File: src/rtl/run_tx_pkg.sv
// Shared types and default widths for the run-length transmitter.
package run_tx_pkg;

  localparam int DEF_LEN_W = 8;
  localparam int DEF_GAP_W = 8;

  typedef enum logic [1:0] {IDLE, RUN, GAP} run_state_t;

  typedef struct packed {
    logic [DEF_LEN_W-1:0] len;
    logic [DEF_GAP_W-1:0] gap;
  } run_cmd_t;

endpackage

File: src/rtl/run_tx_cmd_fifo.sv
// Generic synchronous FIFO with flush; head shows the oldest entry when non-empty.
module cmd_fifo #(
  parameter int  DEPTH = 2,
  parameter type T     = logic [7:0]
) (
  input  logic clk,
  input  logic reset_n,
  input  logic push,
  input  logic pop,
  input  logic flush,
  input  T     din,
  output logic full,
  output logic empty,
  output T     head
);

  localparam int AW = (DEPTH > 1) ? $clog2(DEPTH) : 1;

  T               mem [DEPTH];
  logic [AW-1:0]  wr_ptr;
  logic [AW-1:0]  rd_ptr;
  logic [AW:0]    count;
  logic           push_ok;
  logic           pop_ok;

  assign full    = (count == (AW+1)'(DEPTH));
  assign empty   = (count == '0);
  assign head    = mem[rd_ptr];
  assign push_ok = push && !full && !flush;
  assign pop_ok  = pop && !empty && !flush;

  always_ff @(posedge clk) begin
    if (!reset_n || flush) begin
      wr_ptr <= '0;
      rd_ptr <= '0;
      count  <= '0;
    end else begin
      if (push_ok) wr_ptr <= wr_ptr + AW'(1);
      if (pop_ok)  rd_ptr <= rd_ptr + AW'(1);
      count <= count + (AW+1)'(push_ok) - (AW+1)'(pop_ok);
    end
  end

  always_ff @(posedge clk) begin
    if (push_ok) mem[wr_ptr] <= din;
  end

endmodule

File: src/rtl/run_tx.sv
// Serial run-length transmitter: each queued (len, gap) command drives w high
// for len cycles then low for gap cycles, chaining commands without bubbles.
module run_tx
  import run_tx_pkg::*;
#(
  parameter int LEN_W = DEF_LEN_W,
  parameter int GAP_W = DEF_GAP_W,
  parameter int DEPTH = 2
) (
  input  logic             clk,
  input  logic             reset_n,
  input  logic             cmd_valid,
  output logic             cmd_ready,
  input  logic [LEN_W-1:0] cmd_len,
  input  logic [GAP_W-1:0] cmd_gap,
  input  logic             abort,
  output logic             w,
  output logic             busy,
  output logic             done
);

  localparam int CW = (LEN_W > GAP_W) ? LEN_W : GAP_W;

  typedef struct packed {
    logic [LEN_W-1:0] len;
    logic [GAP_W-1:0] gap;
  } cmd_t;

  cmd_t             in_cmd;
  cmd_t             head;
  logic             full;
  logic             empty;
  logic             push;
  logic             pop;
  run_state_t       state;
  run_state_t       state_n;
  run_state_t       ld_state;
  logic [CW-1:0]    cnt;
  logic [CW-1:0]    cnt_n;
  logic [CW-1:0]    ld_cnt;
  logic [GAP_W-1:0] gap_q;
  logic [GAP_W-1:0] gap_n;
  logic             ld_last;
  logic             last_n;
  logic             fin;
  logic             w_n;
  logic             done_n;
  logic             busy_n;

  assign cmd_ready = !full;
  assign push      = cmd_valid && !full && !abort;
  assign in_cmd    = '{len: cmd_len, gap: cmd_gap};

  cmd_fifo #(
    .DEPTH (DEPTH),
    .T     (cmd_t)
  ) u_fifo (
    .clk     (clk),
    .reset_n (reset_n),
    .push    (push),
    .pop     (pop),
    .flush   (abort),
    .din     (in_cmd),
    .full    (full),
    .empty   (empty),
    .head    (head)
  );

  // A (0,0) command is a single low cycle that is also its last: same as (0,1).
  always_comb begin
    ld_state = GAP;
    ld_cnt   = '0;
    ld_last  = 1'b0;
    if (head.len != '0) begin
      ld_state = RUN;
      ld_cnt   = CW'(head.len - LEN_W'(1));
      ld_last  = (head.len == LEN_W'(1)) && (head.gap == '0);
    end else begin
      ld_cnt   = (head.gap == '0) ? '0 : CW'(head.gap - GAP_W'(1));
      ld_last  = (head.gap <= GAP_W'(1));
    end
  end

  always_ff @(posedge clk) begin
    if (!reset_n) begin
      state <= IDLE;
      cnt   <= '0;
      gap_q <= '0;
      w     <= 1'b0;
      done  <= 1'b0;
      busy  <= 1'b0;
    end else begin
      state <= state_n;
      cnt   <= cnt_n;
      gap_q <= gap_n;
      w     <= w_n;
      done  <= done_n;
      busy  <= busy_n;
    end
  end

  // last_n flags that the coming cycle is the final cycle of the command.
  always_comb begin
    state_n = state;
    cnt_n   = cnt;
    gap_n   = gap_q;
    last_n  = 1'b0;
    pop     = 1'b0;
    fin     = 1'b0;
    case (state)
      IDLE: fin = 1'b1;
      RUN: begin
        if (cnt != '0) begin
          cnt_n  = cnt - CW'(1);
          last_n = (cnt == CW'(1)) && (gap_q == '0);
        end else if (gap_q != '0) begin
          state_n = GAP;
          cnt_n   = CW'(gap_q - GAP_W'(1));
          last_n  = (gap_q == GAP_W'(1));
        end else begin
          fin = 1'b1;
        end
      end
      GAP: begin
        if (cnt != '0) begin
          cnt_n  = cnt - CW'(1);
          last_n = (cnt == CW'(1));
        end else begin
          fin = 1'b1;
        end
      end
      default: state_n = IDLE;
    endcase
    if (fin) begin
      if (!empty) begin
        pop     = 1'b1;
        state_n = ld_state;
        cnt_n   = ld_cnt;
        gap_n   = head.gap;
        last_n  = ld_last;
      end else begin
        state_n = IDLE;
        cnt_n   = '0;
      end
    end
    if (abort) begin
      state_n = IDLE;
      cnt_n   = '0;
      pop     = 1'b0;
      last_n  = 1'b0;
    end
  end

  always_comb begin
    w_n    = (state_n == RUN);
    done_n = last_n;
    busy_n = !abort && ((state_n != IDLE) || push || !empty);
  end

endmodule

File: config.mk
export PLATFORM = sky130hd
export DESIGN_NAME = run_tx
export DESIGN_NICKNAME = d
export VERILOG_FILES = /design/src/rtl/run_tx_pkg.sv /design/src/rtl/run_tx_cmd_fifo.sv /design/src/rtl/run_tx.sv
export SDC_FILE = /design/constraint.sdc
export NUM_CORES = 1
export LEC_CHECK = 0
export CAP_MARGIN = 20
export CORE_MARGIN = 10
export CORE_UTILIZATION = 41
export CTS_BUF_LIST = sky130_fd_sc_hd__clkbuf_8
export CTS_CLUSTER_DIAMETER = 200
export DETAILED_ROUTE_END_ITERATION = 7
export HOLD_SLACK_MARGIN = 0.1
export MAX_ROUTING_LAYER = met4
export SKIP_LAST_GASP = 1
export SYNTH_ARGS = -nofsm -noshare
export SYNTH_HDL_FRONTEND = slang
export SYNTH_SLANG_ARGS = --single-unit
File: constraint.sdc
create_clock -name clk -period 2.6 [get_ports clk]
set_clock_uncertainty 0.2 [all_clocks]
set_input_delay 0.26 -clock clk [delete_from_list [all_inputs] [get_ports clk]]
set_output_delay 0.26 -clock clk [all_outputs]
set_load 0.05 [all_outputs]
---- Yosys cells after proc, flatten, opt, wreduce, memory -nomap -nowiden ----
Memory sizes are Yosys's and may differ from the RTL's. A register that Yosys moved wholly into a read port is not among the register bits.
Index checks and enable logic that the tools add are counted.
word-level totals
  output and inout bits ................... 4
  register bits ........................... 25
  latch bits .............................. 0
  input port bits ......................... 20
  memory bits (writable) .................. 32
  word-level logic and storage cells ...... 92
  memories kept ........................... 1
  bits in read-only memories .............. 0
cells by class
  multipliers ............................. 0
  multiplexer cells ....................... 33
  divide/modulo/power cells ............... 0
  reduce and logical (&&, ||, !) cells .... 29
  $lt $le $gt $ge ......................... 1
  bitwise gates (word level) .............. 2
  equal/unequal tests ..................... 9
  add/sub/neg operators ................... 8
  shift-type cells ........................ 0
memories
  memory      depth  bits a word  read ports  clocked after Yosys merged registers in  wr ports  RTL line               RTL
  u_fifo.mem  2      16           1           1                                        1         run_tx_cmd_fifo.sv:19  T mem [DEPTH];
operator list
  cell                                                  number
  2-to-1 mux 8 bit                                      7
  subtractor 8 x 1 -> 8 bit (second input constant)     4
  equality test 8 x 1 -> 1 bit (second input constant)  3
  nonzero test 8 bit                                    3
  logical NOT 8 bit                                     2
  2-to-1 mux 1 bit                                      16
  case mux 8 bit (2 select lines)                       1
  2-to-1 mux 2 bit                                      6
  logical AND 1 bit                                     9
  <= comparator 8 x 1 -> 1 bit (second input constant)  1
  equality test 2 x 1 -> 1 bit (second input constant)  2
  equality test 2 bit (second input constant)           2
  logical NOT 1 bit                                     4
  logical NOT 2 bit                                     2
  inequality test 4 bit (second input constant)         1
  case mux 2 bit (2 select lines)                       1
  OR reduction 2 bit                                    2
  logical OR 1 bit                                      3
  inequality test 3 bit (second input constant)         1
  case mux 1 bit (3 select lines)                       1
  AND reduction 3 bit                                   1
  nonzero test 3 bit                                    1
  adder 1 bit (second input constant)                   2
  adder 2 x 1 -> 2 bit                                  1
  5 further kinds                                       6

---- Logic depth before layout (Yosys ltp) ----
  word-level depth ........................ 10
  depth in mapped cells ................... 13
  depth with buffers taken out ............ 13

---- Hierarchy ----
Synthesis repeated with hierarchy kept, for this count alone.
unflattened totals
  cell total of the unflattened synthesis .. 314
  area total of the unflattened synthesis .. 3,201.8 µm²
by module, submodules not included
  module    seq. area each (µm²)  cells each  instances  area an instance (µm²)
  run_tx    420.4                 234         1          1,791.7
  cmd_fifo  1,061.0               80          1          1,410.1

---- Worst setup path after synthesis ----
Ideal clock, no wire load.
  path type ............................... register to register
  from .................................... register cnt[0]
  to ...................................... register u_fifo.count[1]
  data required time ...................... 2.273 ns
  stages on the path, launching flop included .. 14
  library setup time ...................... 0.127 ns
  arrival ................................. 2.446 ns
  slack ................................... -0.174 ns
  cell sequence ........................... dfxtp_1 > inv_1 > ha_1 > nor3b_2 > nand2_1 > o41ai_4 > o21ai_1 > nor2_1 > ha_1 > inv_1 > ha_1 > xor2_1 > xnor2_1 > nor2_1
on the way
  word-level cells in the longest chain between the ends .. 8
  elaborated cells between the ends (all ways) .. 9
  those cells by class .................... add/sub: 1; mux: 5; reduce/logical: 3
RTL lines
  what                                        RTL line                      RTL
  start, declared                             run_tx.sv:38                  logic [CW-1:0] cnt;
  start signal, assigned                      run_tx.sv:94                  cnt <= cnt_n;
  nonzero test 8 bit (*)                      run_tx.sv:113, run_tx.sv:125
  2-to-1 mux 1 bit, on equally long branches  run_tx.sv:125, run_tx.sv:113
  case mux 1 bit (3 select lines) (*)         run_tx.sv:110                 case (state)
  2-to-1 mux 1 bit (*)                        run_tx.sv:134                 if (fin) begin
  2-to-1 mux 1 bit (*)                        run_tx.sv:146                 if (abort) begin
  logical AND 1 bit (*) (2 in a row)          run_tx_cmd_fifo.sv:30         assign pop_ok = pop && !empty && !flush;
  named net u_fifo.pop_ok                     run_tx_cmd_fifo.sv:24         logic pop_ok;
  subtractor 2 x 1 -> 2 bit (*)               run_tx_cmd_fifo.sv:40         count <= count + (AW+1)'(push_ok) - (AW+1)'(pop_ok);
  end signal, assigned                        run_tx_cmd_fifo.sv:40
  end, declared                               run_tx_cmd_fifo.sv:22         logic [AW:0] count;
The timed path passes the listed nets; every way through them passes the cells marked *.
A chain may end at the register's enable or synchronous reset.

---- Final worst setup path ----
  from .................................... register gap_q[7]
  to ...................................... register u_fifo.count[1]
on the way
  word-level cells in the longest chain between the ends .. 9
RTL lines
  what                             RTL line               RTL
  start, declared                  run_tx.sv:41           logic [GAP_W-1:0] gap_q;
  start signal, assigned           run_tx.sv:95           gap_q <= gap_n;
  nonzero test 8 bit               run_tx.sv:116          end else if (gap_q != '0) begin
  2-to-1 mux 1 bit                 run_tx.sv:116
  2-to-1 mux 1 bit                 run_tx.sv:113          if (cnt != '0) begin
  case mux 1 bit (3 select lines)  run_tx.sv:110
  2-to-1 mux 1 bit                 run_tx.sv:134
  2-to-1 mux 1 bit                 run_tx.sv:146
  logical AND 1 bit (2 in a row)   run_tx_cmd_fifo.sv:30
  named net u_fifo.pop_ok          run_tx_cmd_fifo.sv:24
  subtractor 2 x 1 -> 2 bit        run_tx_cmd_fifo.sv:40
The timed path passes the listed nets, and every way through them passes these cells.

==> results by group <==
Run status
  • Status: finished clean

Yosys
  • Yosys top cell area share: around 28%
  • Synth area leaders: edfxtp_1 (28%), dfxtp_1 (15%), ha_1 (6.6%), mux2i_1 (4.4%), xnor2_1 (3.3%)
  • Synth cell count leaders: edfxtp_1 (32), dfxtp_1 (26), nor2_1 (24)
  • Syn_nets: 365
  • Area of the mapped netlist: 3400 um2
  • Post-synth top flop: edfxtp_1
  • Most numerous cell in the Yosys netlist: edfxtp_1
  • Synth warn: 0
  • Top cell type by total area after synthesis: edfxtp_1
  • Synth Area per Inst: 10.4 um2
  • Seq/Total Area, Yosys: roughly 44%
  • Cell count after synthesis: between 300 and 400
  • Async S/R FF share, synth: 0%
  • Yosys cell types: a little over 60
  • Seq cells post-synth: 58
  • Number of enable flip-flop cells after synthesis: 32

Place
  • Routability cong.: slightly below 0.9
  • Dpl hpwl: a little over 6 mm
  • IO Port Bufs: 23
  • Placed Instances: 473

Clock tree
  • # H-tree levels: 3
  • CTS max path bufs: 2
  • Reg clk slew, reported paths: ~0.070 ns
  • Clk sink count: between 50 and 60
  • CTS tree: done
  • Later-pin clock latency in the skew report: ~0.33 ns
  • CTS Buf Count: 9
  • Root Driver: clkbuf_8

Final layout
  • Fin cells: 491
  • Area Overhead vs Synth: 23.6%
  • Nets: 419
  • Fraction of layout cells with a size suffix above 1: 19.4%
  • Diode count: 0

Timing
  • Final hold viol count: 0
  • Setup TNS: 0 ns
  • Setup violations, final: 0
  • FMAX: ~390 MHz
  • Worst-Margin Slew: approximately 0.55 ns
  • Tmin final: approximately 2.6 ns
  • RSZ-0062 raised after global routing: yes
  • Final period util: between 90% and 100%
  • Max-slew violations: 0
  • Slew margin rel.: 63.5%

Floorplanning
  • # rows: 33
  • Die ar.: 12,300 um2
  • Core area: about 8100 um2
  • Die Y: about 110 um
  • Initial Utilization: around two fifths
  • Die X: 111 um
  • # IOs: 24

Critical path
  • Worst Setup End Kind: flop
  • Worst path max stage delay: between 0.3 and 0.4 ns
  • CP Launch Type: flop
  • Worst Path Required: 2.63 ns
  • WS Path Type: flop to flop
  • Worst path cell trace: nor3_2 -> a41oi_4 -> o41ai_4 -> o21ai_2 -> nor2_1 -> ha_1 -> inv_1 -> ha_2 -> xor2_2 -> xnor2_1 -> nor2_1
  • CP arrival: between 2 and 3 ns
  • Critical Path Fanout Max: 3
  • Crit path max-delay cell type: nor3_2
  • Crit-path most repeated cell: nor2_1

Min path
  • Type of the tightest min-delay check: input pin to flop

Routing
  • Post-route antenna net violation count: 0
  • Detailed Route Iter0 Violations: roughly 180
  • DRT Wirelength: about 7.9 mm
  • Post-DR vias/cell: 5.35
  • Drt wl/cell: around 16 um
  • DR pass1 iterations: 4
  • Via count: roughly 2,600
  • DRC viols: 0

GRT
  • Initial antenna violation count: 0
  • First-pass GRT wire length: 13.0 mm
  • Vias in the first global route: between 2,000 and 3,000
  • GRT Total Usage: a little over an eighth
  • Pin count of the biggest net entering global routing: 28
  • Gr ovfl total: 0

Power
  • Pwr dens: ~510 nW/um2
  • Peak supply drop: 0.343 mV
  • Tot Pwr: 2130 uW
  • Leak: 0.00158 uW

Job
  • Max_cap viols: 0
-- stage by stage --
stage | cell area (um2) | utilization (%) | setup WS [ns] | hold WS [ns]
2_1_floorplan | 3430 | - | -0.00859 | 0.159
3_3_place_gp | 3980 | 48.9 | 0.0342 | 0.295
3_5_place_dp | 3980 | 48.9 | 0.0282 | 0.301
4_1_cts | 4140 | 50.9 | 0.0117 | 0.284
5_1_grt | 4210 | 51.7 | -0.0939 | 0.284
6_report | 4210 | 51.7 | 0.0447 | 0.306
-- layout make-up --
type | instances | area, um2
fill | 750 | 3930
multi-input combinational | 246 | 1880
sequential | 58 | 1480
timing repair buffer | 54 | 500
clock buffer | 10 | 138
tap | 105 | 131
inverter | 12 | 45.0
clock inverter | 6 | 26.3
-- final timing paths --
kind / startpoint / slack [ns] / end / depth (start not counted)
setup / recovery: gap_q[7] / 0.04 / u_fifo.count[1] / 11
hold / removal: cmd_len[6] / 0.31 / u_fifo.mem[0][14] / 1
setup reg to reg: gap_q[7] / 0.04 / u_fifo.count[1] / 11
hold reg to reg: u_fifo.rd_ptr / 0.31 / flop / 2
-- layer usage --
metal / wire (um) / vias to the layer above / global-route usage, %
li1: - / 1330 / -
met1: 3810 / 1247 / 16.3
met2: 3770 / 44 / 20.3
met3: 256 / 6 / 3.73
met4: 69 / 0 / 3.08
met5: 0 / - / -
-- timing repair --
item                                    in CTS  in global routing
buffers inserted                             0                  2
hold buffers                                 0                  0
endpoints found under the setup margin       0                 11
resized for setup                            0                 11
hold endpoints to repair                     0                  0
-- state kept, by name, indices dropped and copies added (netlist names), named ones only --
register	count
u_fifo.mem	32
cnt	8
gap_q	8
state	2
u_fifo.count	2
busy	1
done	1
u_fifo.rd_ptr	1
u_fifo.wr_ptr	1
w	1
-- cells in the final DEF, fill, tap and decap left out, types with 3 or more instances in the layout --
| cell type | count |
|---|---|
| and2_1 | 4 |
| mux2_2 | 3 |
| nor4_1 | 3 |
| clkinv_2 | 3 |
| or3_1 | 3 |
| xor2_1 | 12 |
| nand3_1 | 11 |
| dfxtp_1 | 24 |
| nor2b_1 | 3 |
| a31oi_1 | 3 |
| nand2_1 | 17 |
| xnor2_1 | 13 |
| clkdlybuf4s50_1 | 23 |
| ha_1 | 15 |
| nor3b_2 | 3 |
| a21oi_1 | 12 |
| inv_1 | 12 |
| o22ai_1 | 6 |
| o211a_1 | 8 |
| o21ai_0 | 10 |
| clkbuf_8 | 10 |
| nor3_1 | 16 |
| nor3b_1 | 8 |
| buf_4 | 28 |
| buf_12 | 3 |
| edfxtp_1 | 32 |
| a211oi_1 | 4 |
| nor2_1 | 24 |
| nand2b_1 | 5 |
| mux2i_1 | 14 |
| nor3_2 | 3 |
| or3b_1 | 3 |
-- logic make-up (layout without fill, tap and decap cells) --
group,count (synthesis),count (layout),synth area share [%]
and+or+nand+nor,115,115,18.7
AOI/OAI and AO/OA,69,69,15.7
DFF,58,58,43.5
xor gates and xnor gates,26,26,6.69
buffers and inverters,23,82,3.31
adders and majority gates,18,18,6.62
muxes,18,18,5.41
-- critical path, delay by kind of cell (launching register included) --
family	cells	cell delay, ns
AO/OA/AOI/OAI	3	0.62
AND/OR/NAND/NOR	3	0.55
adder cells (fa/ha/maj)	2	0.42
flip-flops	1	0.35
XOR/XNOR	2	0.27
buffers and inverters	1	0.06
-- power breakdown --
group	switching [uW]	internal [uW]	leakage (uW)
logic	208	196	0.000979
registers	28.9	1000	0.000506
clock network	336	356	0.0000959
total	573	1550	0.00158
No activity file was read; power rests on OpenSTA's default activity.
